[src/rtl/rng_pkg.sv]
// Shared types and widths for the RNG byte source: transmit and von Neumann state
// encodings plus the byte width.
package rng_pkg;

    localparam int unsigned BYTE_W = 8;

    typedef enum logic [1:0] {
        IDLE = 2'd0,
        SEND = 2'd1,
        HOLD = 2'd2,
        WAIT = 2'd3
    } tx_state_t;

    typedef enum logic {
        FIRST  = 1'b0,
        SECOND = 1'b1
    } vn_state_t;

endpackage

[src/rtl/rng_fifo.sv]
// Single-clock byte FIFO. Head data is presented combinationally, and a push into a
// full FIFO is accepted when a pop happens in the same cycle.
module rng_fifo #(
    parameter  int unsigned WIDTH = 8,
    parameter  int unsigned DEPTH = 16,
    localparam int unsigned AW    = (DEPTH > 1) ? $clog2(DEPTH) : 1,
    localparam int unsigned LVL_W = $clog2(DEPTH) + 1
) (
    input  logic             i_clk,
    input  logic             i_reset,
    input  logic             i_push,
    input  logic             i_pop,
    input  logic [WIDTH-1:0] i_wdata,
    output logic [WIDTH-1:0] o_rdata_c,
    output logic             o_full_c,
    output logic             o_empty_c,
    output logic [LVL_W-1:0] o_level
);

    logic [WIDTH-1:0] r_mem [DEPTH];
    logic [AW-1:0]    r_wr_ptr;
    logic [AW-1:0]    r_rd_ptr;
    logic [LVL_W-1:0] r_level;
    logic             w_do_push;
    logic             w_do_pop;

    assign o_full_c  = (r_level == LVL_W'(DEPTH));
    assign o_empty_c = (r_level == '0);
    assign o_rdata_c = r_mem[r_rd_ptr];
    assign o_level   = r_level;

    assign w_do_pop  = i_pop && !o_empty_c;
    assign w_do_push = i_push && (!o_full_c || w_do_pop);

    // Storage is deliberately not reset; pointers and level define validity.
    always_ff @(posedge i_clk) begin
        if (w_do_push) begin
            r_mem[r_wr_ptr] <= i_wdata;
        end
    end

    always_ff @(posedge i_clk) begin
        if (i_reset) begin
            r_wr_ptr <= '0;
            r_rd_ptr <= '0;
            r_level  <= '0;
        end else begin
            if (w_do_push) begin
                r_wr_ptr <= r_wr_ptr + AW'(1);
            end
            if (w_do_pop) begin
                r_rd_ptr <= r_rd_ptr + AW'(1);
            end
            if (w_do_push && !w_do_pop) begin
                r_level <= r_level + LVL_W'(1);
            end else if (w_do_pop && !w_do_push) begin
                r_level <= r_level - LVL_W'(1);
            end
        end
    end

endmodule

[src/rtl/rng_byte_source.sv]
// Conditions the ring-oscillator bit (sync, decimate, von Neumann debias), packs it
// LSB-first into bytes, buffers them and feeds the UART start/busy handshake.
module rng_byte_source
    import rng_pkg::*;
#(
    parameter  int unsigned DECIM      = 8,
    parameter  bit          VN_ENABLE  = 1'b1,
    parameter  int unsigned FIFO_DEPTH = 16,
    localparam int unsigned LVL_W      = $clog2(FIFO_DEPTH) + 1
) (
    input  logic              i_clk,
    input  logic              i_reset,
    input  logic              i_raw_bit,
    input  logic              i_tx_busy,
    output logic              o_tx_start,
    output logic [BYTE_W-1:0] o_tx_data,
    output logic [31:0]       o_disp_word,
    output logic              o_overflow,
    output logic [LVL_W-1:0]  o_fifo_level
);

    localparam int unsigned DEC_W = (DECIM > 1) ? $clog2(DECIM) : 1;

    logic              r_sync1;
    logic              r_sync2;
    logic [DEC_W-1:0]  r_dec_cnt;
    vn_state_t         r_vn_state;
    logic              r_vn_a;
    logic [BYTE_W-1:0] r_sr;
    logic [2:0]        r_bit_cnt;
    logic              r_overflow;
    logic [31:0]       r_disp_word;
    tx_state_t         r_tx_state;
    logic              r_tx_start;
    logic [BYTE_W-1:0] r_tx_data;

    logic              w_strobe;
    logic              w_emit;
    logic              w_emit_bit;
    vn_state_t         w_vn_next;
    logic [BYTE_W-1:0] w_byte;
    logic              w_byte_done;
    logic              w_push_ok;
    logic              w_pop;
    logic              w_tx_start_d;
    tx_state_t         w_tx_next;
    logic [BYTE_W-1:0] w_fifo_head;
    logic              w_fifo_full;
    logic              w_fifo_empty;
    logic [LVL_W-1:0]  w_fifo_level;

    assign w_strobe    = (r_dec_cnt == DEC_W'(DECIM - 1));
    assign w_byte      = {w_emit_bit, r_sr[BYTE_W-1:1]};
    assign w_byte_done = w_emit && (r_bit_cnt == 3'd7);
    assign w_push_ok   = w_byte_done && (!w_fifo_full || w_pop);

    // Von Neumann pairing: emit the first sample of an unequal pair.
    always_comb begin
        w_emit     = 1'b0;
        w_emit_bit = r_sync2;
        w_vn_next  = r_vn_state;
        if (w_strobe) begin
            if (!VN_ENABLE) begin
                w_emit = 1'b1;
            end else if (r_vn_state == FIRST) begin
                w_vn_next = SECOND;
            end else begin
                w_vn_next  = FIRST;
                w_emit     = (r_vn_a != r_sync2);
                w_emit_bit = r_vn_a;
            end
        end
    end

    always_ff @(posedge i_clk) begin
        if (i_reset) begin
            r_sync1     <= 1'b0;
            r_sync2     <= 1'b0;
            r_dec_cnt   <= '0;
            r_vn_state  <= FIRST;
            r_vn_a      <= 1'b0;
            r_sr        <= '0;
            r_bit_cnt   <= '0;
            r_overflow  <= 1'b0;
            r_disp_word <= '0;
        end else begin
            r_sync1    <= i_raw_bit;
            r_sync2    <= r_sync1;
            r_dec_cnt  <= w_strobe ? '0 : r_dec_cnt + DEC_W'(1);
            r_vn_state <= w_vn_next;
            if (w_strobe && (r_vn_state == FIRST)) begin
                r_vn_a <= r_sync2;
            end
            if (w_emit) begin
                r_sr      <= w_byte;
                r_bit_cnt <= r_bit_cnt + 3'd1;
            end
            if (w_byte_done && !w_push_ok) begin
                r_overflow <= 1'b1;
            end
            if (w_push_ok) begin
                r_disp_word <= {r_disp_word[23:0], w_byte};
            end
        end
    end

    rng_fifo #(
        .WIDTH (BYTE_W),
        .DEPTH (FIFO_DEPTH)
    ) u_fifo (
        .i_clk     (i_clk),
        .i_reset   (i_reset),
        .i_push    (w_byte_done),
        .i_pop     (w_pop),
        .i_wdata   (w_byte),
        .o_rdata_c (w_fifo_head),
        .o_full_c  (w_fifo_full),
        .o_empty_c (w_fifo_empty),
        .o_level   (w_fifo_level)
    );

    always_ff @(posedge i_clk) begin
        if (i_reset) begin
            r_tx_state <= IDLE;
        end else begin
            r_tx_state <= w_tx_next;
        end
    end

    always_comb begin
        w_tx_next = r_tx_state;
        case (r_tx_state)
            IDLE:    if (!w_fifo_empty && !i_tx_busy) w_tx_next = SEND;
            SEND:    w_tx_next = HOLD;
            HOLD:    w_tx_next = WAIT;
            WAIT:    if (!i_tx_busy) w_tx_next = IDLE;
            default: w_tx_next = IDLE;
        endcase
    end

    always_comb begin
        w_pop        = (r_tx_state == IDLE) && !w_fifo_empty && !i_tx_busy;
        w_tx_start_d = (w_tx_next == SEND);
    end

    // tx_start is registered so it coincides with the SEND state.
    always_ff @(posedge i_clk) begin
        if (i_reset) begin
            r_tx_start <= 1'b0;
            r_tx_data  <= '0;
        end else begin
            r_tx_start <= w_tx_start_d;
            if (w_pop) begin
                r_tx_data <= w_fifo_head;
            end
        end
    end

    assign o_tx_start   = r_tx_start;
    assign o_tx_data    = r_tx_data;
    assign o_disp_word  = r_disp_word;
    assign o_overflow   = r_overflow;
    assign o_fifo_level = w_fifo_level;

endmodule

[config.mk]
export PLATFORM = sky130hd
export DESIGN_NAME = rng_byte_source
export DESIGN_NICKNAME = d
export VERILOG_FILES = /design/src/rtl/rng_pkg.sv /design/src/rtl/rng_fifo.sv /design/src/rtl/rng_byte_source.sv
export SDC_FILE = /design/constraint.sdc
export NUM_CORES = 1
export LEC_CHECK = 0
export ABC_AREA = 1
export CORE_ASPECT_RATIO = 1.25
export CORE_UTILIZATION = 35
export DETAILED_ROUTE_END_ITERATION = 8
export PLACE_DENSITY_LB_ADDON = 0.15
export SYNTH_ARGS = -nofsm -noshare
export SYNTH_HDL_FRONTEND = slang
export SYNTH_HIERARCHICAL = 1
export SYNTH_SLANG_ARGS = --single-unit
[constraint.sdc]
create_clock -name i_clk -period 8.13 [get_ports i_clk]
set_clock_uncertainty 0.2 [all_clocks]
set_input_delay 1.2195 -clock i_clk [delete_from_list [all_inputs] [get_ports i_clk]]
set_output_delay 1.2195 -clock i_clk [all_outputs]
set_load 0.005 [all_outputs]
; After elaboration in Yosys (flattened, before gate mapping)
; Memories as Yosys holds them, arrays and structs flattened. A register that Yosys moved wholly into a read port is not among the register bits.
; Cells that the tools add are included.
[totals]
reg_bits = 67
latch_bits = 0
ram_bits = 128
rom_bits = 0
input_bits = 4
output_inout_bits = 47
elab_cells = 65
memories = 1
[op_classes]
n_addsub = 6
multipliers = 0
div = 0
n_lt_le_gt_ge = 0
n_eq_ne = 8
shifts = 0
mux = 12
bitwise = 1
reduce_logical = 23
[mem_list]
columns = name, depth, word_bits, rd, rd_ports_with_merged_regs, wr, line
row1 = u_fifo.r_mem, 16, 8, 1, 1, 1, rng_fifo.sv:20  ; logic [WIDTH-1:0] r_mem [DEPTH];
[ops]
columns = op, n
row1 = logical AND 1 bit, 11
row2 = two-way mux 5 bit, 2
row3 = adder 4 x 1 -> 4 bit (second input constant), 2
row4 = one-hot mux 2 bit (4 select lines), 1
row5 = two-way mux 1 bit, 7
row6 = adder 3 x 1 -> 3 bit (second input constant), 2
row7 = == test 3 bit (second input constant), 2
row8 = zero test 1 bit, 6
row9 = adder 5 x 1 -> 5 bit (second input constant), 1
row10 = == test 5 bit (second input constant), 1
row11 = zero test 5 bit, 1
row12 = subtractor 5 x 1 -> 5 bit (second input constant), 1
row13 = == test 2 x 1 -> 1 bit (second input constant), 2
row14 = == test 2 bit (second input constant), 2
row15 = two-way mux 2 bit, 2
row16 = zero test 2 bit, 1
row17 = logical OR 1 bit, 2
row18 = nonzero test 2 bit, 1
row19 = OR reduction 2 bit, 1
row20 = inequality test 1 bit, 1
row21 = NOT 1 bit, 1

; Logic depth before layout (Yosys ltp)
[logic_depth]
word_depth = 11
ltp_mapped = 20
mapped_depth_nobuf = 20

; By module
; The synthesis kept the hierarchy.
[by_module_without_submodules]
columns = module, n_inst, cells_each, area_each_um2, seq_area_each_um2
row1 = rng_fifo, 1, 589, 6211.0, 4184.0
row2 = rng_byte_source, 1, 340, 2539.9, 1221.2

; Worst setup path after synthesis
; OpenSTA, ideal clock, no wires.
[synth_timing]
path_kind = in2reg
start = input i_tx_busy
end = register u_fifo.r_level[4], in the netlist u_fifo/o_level[4]
setup_time_ns = 0.070
t_arrival_ns = 3.181
slack_ns = 4.679
path_stages = 16
cell_sequence = nor2_1 -> nand2_1 -> clkinv_1 -> inv_1 -> nand4_2 -> nand2_2 -> inv_2 -> ha_1 -> inv_1 -> ha_1 -> or2_2 -> nand2_1 -> nand2_1 -> nand2_1 -> nand2_1 -> a21oi_1
[synth_between]
elab_chain_len = 8
word_cells_on_any_way = 11
classes_between = 1 x mux / 10 x reduce/logical
[synth_rtl]
columns = element, line
row1 = from (decl), rng_byte_source.sv:14  ; input logic i_tx_busy,
row2 = zero test 1 bit (*), rng_byte_source.sv:142  ; w_pop = (r_tx_state == IDLE) && !w_fifo_empty && !i_tx_busy;
row3 = logical AND 1 bit (*), rng_byte_source.sv:142
row4 = named net w_pop, rng_byte_source.sv:44  ; logic w_pop;
row5 = logical AND 1 bit (*), rng_fifo.sv:32  ; assign w_do_pop = i_pop && !o_empty_c;
row6 = logical OR 1 bit (*), rng_fifo.sv:33  ; assign w_do_push = i_push && (!o_full_c || w_do_pop);
row7 = logical AND 1 bit (*), rng_fifo.sv:33
row8 = named net u_fifo.w_do_push, rng_fifo.sv:24  ; logic w_do_push;
row9 = zero test 1 bit, rng_fifo.sv:56  ; end else if (w_do_pop && !w_do_push) begin
row10 = logical AND 1 bit, rng_fifo.sv:56
row11 = nonzero test 2 bit (no source line), -
row12 = to (signal assigned), rng_fifo.sv:55  ; r_level <= r_level + LVL_W'(1);
row13 = to (signal assigned), rng_fifo.sv:57  ; r_level <= r_level - LVL_W'(1);
row14 = to (decl), rng_fifo.sv:23  ; logic [LVL_W-1:0] r_level;
; The timed path passes the listed nets; every way through them passes the cells marked *.
; A chain may end at the register's enable or synchronous reset.

; Final worst setup path
; Ends and elaborated chain as after synthesis.

==> metrics <==
WHS Endpoint r_sync2; flop2flop setup slack 4.30 ns; first-pass GRT wire length 32400 microns; Worst Tran Pin Value 1.18 ns; Core Region 24500 sq um; cell mode on critical path nand2_1; switching fraction of total power 0.202; r2r endpoint u_fifo/o_level[4]; clk_lat worst skew 0.51 ns; GP Congestion 0.853; largest net degree at the start of global routing 77; Resized Gates After CTS 0; max-cap check violation count 0; H-tree levels 1; met3 GRT Util 0.0240; die area 25600 sq um; ANT cells 0; Synth async-reset ratio 0; die width 143 microns; number of enable flip-flop cells after synthesis 128; final WL 20500 microns; status finished clean; Clk pwr share 0.465; sequential share of power 0.526; Post-synth top cells 200 x nand2_1, 155 x nor2_1, 128 x edfxtp_1; crit path launch type primary input; post-CTS setup buffers 0; synth unique cells 31; initial core utilization 0.357; syn_area_per_cell 9.42 sq um; placed cell areas 9430 sq um; Psw 423 uW; height of the die 179 microns; clk sinks 206; I/O pin cnt 51; CTS tree yes; TritonCTS Buffers 21; hold slack 0.213 ns; RSZ-0062 raised after global routing no; Vias/cell 4.69; Worst-path clk slew 0.07 ns; final std cell area, no fill 10100 sq um; headroom to the max-slew limit 0.208; initial drt markers 464; Synth Flop Type edfxtp_1; final hold violations 0; Buffers on Ports 50; endpoints failing setup 0; WS Path Type primary input to register; FF-to-FF Start u_fifo/o_level[0]; Fin Setup TNS 0 ns; root buffer cell clkbuf_16; Syn Inst Count 929; CTS Hold Bufs 0; post-synth net total 947; Slowest-stage cell, CP clkdlybuf4s50_1; met1 Use GR 0.215; vias in the first global route 6005; Final Max Slew Viols 0; Yosys reg bits 206; most frequent cell after synthesis nand2_1; met2 GRT Util 0.279; required time worst endpoint 8.37 ns; floorplan row count 64; CP Capture Type register; wire per inst 15.7 microns; slowest stage delay, CP 0.47 ns; antenna-violating nets left 0; area grow syn2layout 15.7%; Synth area leaders edfxtp_1 44%, dfxtp_1 18%, nand2_1 8.6%, nor2_1 6.6%, inv_1 3.9%; crit share post-route 0.513; VDD IR max 0.132 mV; Pwr per Cell Area 207 nW/um^2; worst-path cell chain clkdlybuf4s50_1 -> nor2_1 -> nand2_1 -> clkinv_1 -> inv_1 -> nand4_2 -> nand2_2 -> inv_2 -> ha_1 -> inv_1 -> ha_1 -> or2_2 -> nand2_1 -> nand2_1 -> nand2_1 -> nand2_1 -> a21oi_1; deepest clock path buffer count 3; critical path fanouts, max 19; DR DRC count 0; CP arrival 4.41 ns; via count 6118; Post-DP HPWL 12800 microns; WHS Path Cells 2; leading area contributor after synthesis edfxtp_1; share of the synthesized area in the top cell type 0.439; sequential-to-total area share from yosys stat 0.618; worst r2r path cells 19; LEAKAGE 3.85 nW; GRT busiest layer met2; P_int 1.67 mW; Syn Std Cell Area 8750 sq um; Gate power share 0.009; drt first pass iters 5; Overflow after GRT 0; share of cells above drive strength 1 0.0585; HP Class register to register; Ys Warns 6; Global Route Usage Sum 0.166; nets 977; hold_sp r_sync1; fmax 240 MHz; Tot Pwr 2.09 mW; initial antenna violation count 0; Tmin final 4.17 ns
layer usage:
metal / wire [microns] / up-vias
li1: - / 3114
met5: 0 / -
met3: 952 / 35
met4: 564 / 0
met1: 9110 / 2839
met2: 9910 / 130
final cells by class:
class / instances / area [sq um]
Sequential cell: 206 / 5410
Tap cell: 330 / 413
Fill cell: 2461 / 14400
Timing Repair Buffer: 54 / 531
Inverter: 97 / 364
Clock inverter: 13 / 138
Multi-Input combinational cell: 579 / 2710
Clock buffer: 25 / 561
per-stage QoR:
stage | instances | setup slack (ns) | util
after floorplan | 929 | 4.68 | -
after global placement | 1266 | 3.52 | 0.385
after detailed placement | 1266 | 3.42 | 0.385
after CTS | 1304 | 3.96 | 0.413
after global routing | 1304 | 3.63 | 0.413
final | 1304 | 3.96 | 0.413
flip-flops by register name, indices dropped and copies added, names as in the netlist, named ones only:
register / cells
o_tx_start: 1
r_sync2: 1
o_overflow: 1
r_vn_a: 1
r_vn_state: 1
o_tx_data: 8
r_tx_state: 2
r_sr: 7
r_dec_cnt: 3
u_fifo/r_rd_ptr: 4
u_fifo/r_mem: 128
u_fifo/r_wr_ptr: 4
r_sync1: 1
u_fifo/o_level: 5
o_disp_word: 32
r_bit_cnt: 3
worst max-delay path by stage:
stage                          from                end  slack, ns  cells past startpoint
after floorplan           i_tx_busy  u_fifo/o_level[4]       4.68                     16
after global placement    i_tx_busy  u_fifo/o_level[4]       3.52                     17
after detailed placement  i_tx_busy  u_fifo/o_level[4]       3.42                     17
after CTS                 i_tx_busy  u_fifo/o_level[4]       3.96                     17
after global routing      i_tx_busy  u_fifo/o_level[3]       3.63                     17
final                     i_tx_busy  u_fifo/o_level[4]       3.96                     17
layout by cell type, fill, tap and decap left out, types with 17 or more instances in the layout:
| cell type | synthesis | routed |
|---|---|---|
| a21oi_1 | 19 | 19 |
| clkbuf_16 | 0 | 21 |
| clkdlybuf4s50_1 | 0 | 50 |
| dfxtp_1 | 78 | 77 |
| edfxtp_1 | 128 | 128 |
| inv_1 | 90 | 90 |
| nand2_1 | 200 | 200 |
| nand3_1 | 65 | 65 |
| nand4_1 | 33 | 33 |
| nor2_1 | 155 | 155 |
| nor3_1 | 17 | 17 |
| o21ai_0 | 30 | 30 |
critical path: cells and delay by family:
kind / cells / cell delay (ns)
AND/OR/NAND/NOR: 9 / 1.40
buffers and inverters: 5 / 1.19
adder cells (fa/ha/maj): 2 / 0.49
AO/OA/AOI/OAI: 1 / 0.12
power groups by stage:
stage	Sequential (mW)	Combinational, mW	Clock (mW)
after global routing	1.10	0.0227	1.04
after detailed placement	1.12	0.0198	0
final	1.10	0.0193	0.971
after CTS	1.10	0.0199	0.996
after global placement	1.12	0.0195	0
after floorplan	1.12	0.0139	0
cell families after synthesis:
group | share of synthesized area
AO/OA/AOI/OAI | 0.0466
flip-flops | 0.618
buffers and inverters | 0.0725
XOR/XNOR | 0.00400
AND/OR/NAND/NOR | 0.238
adder cells (fa/ha/maj) | 0.0209
(Power assumes the default switching activity.)
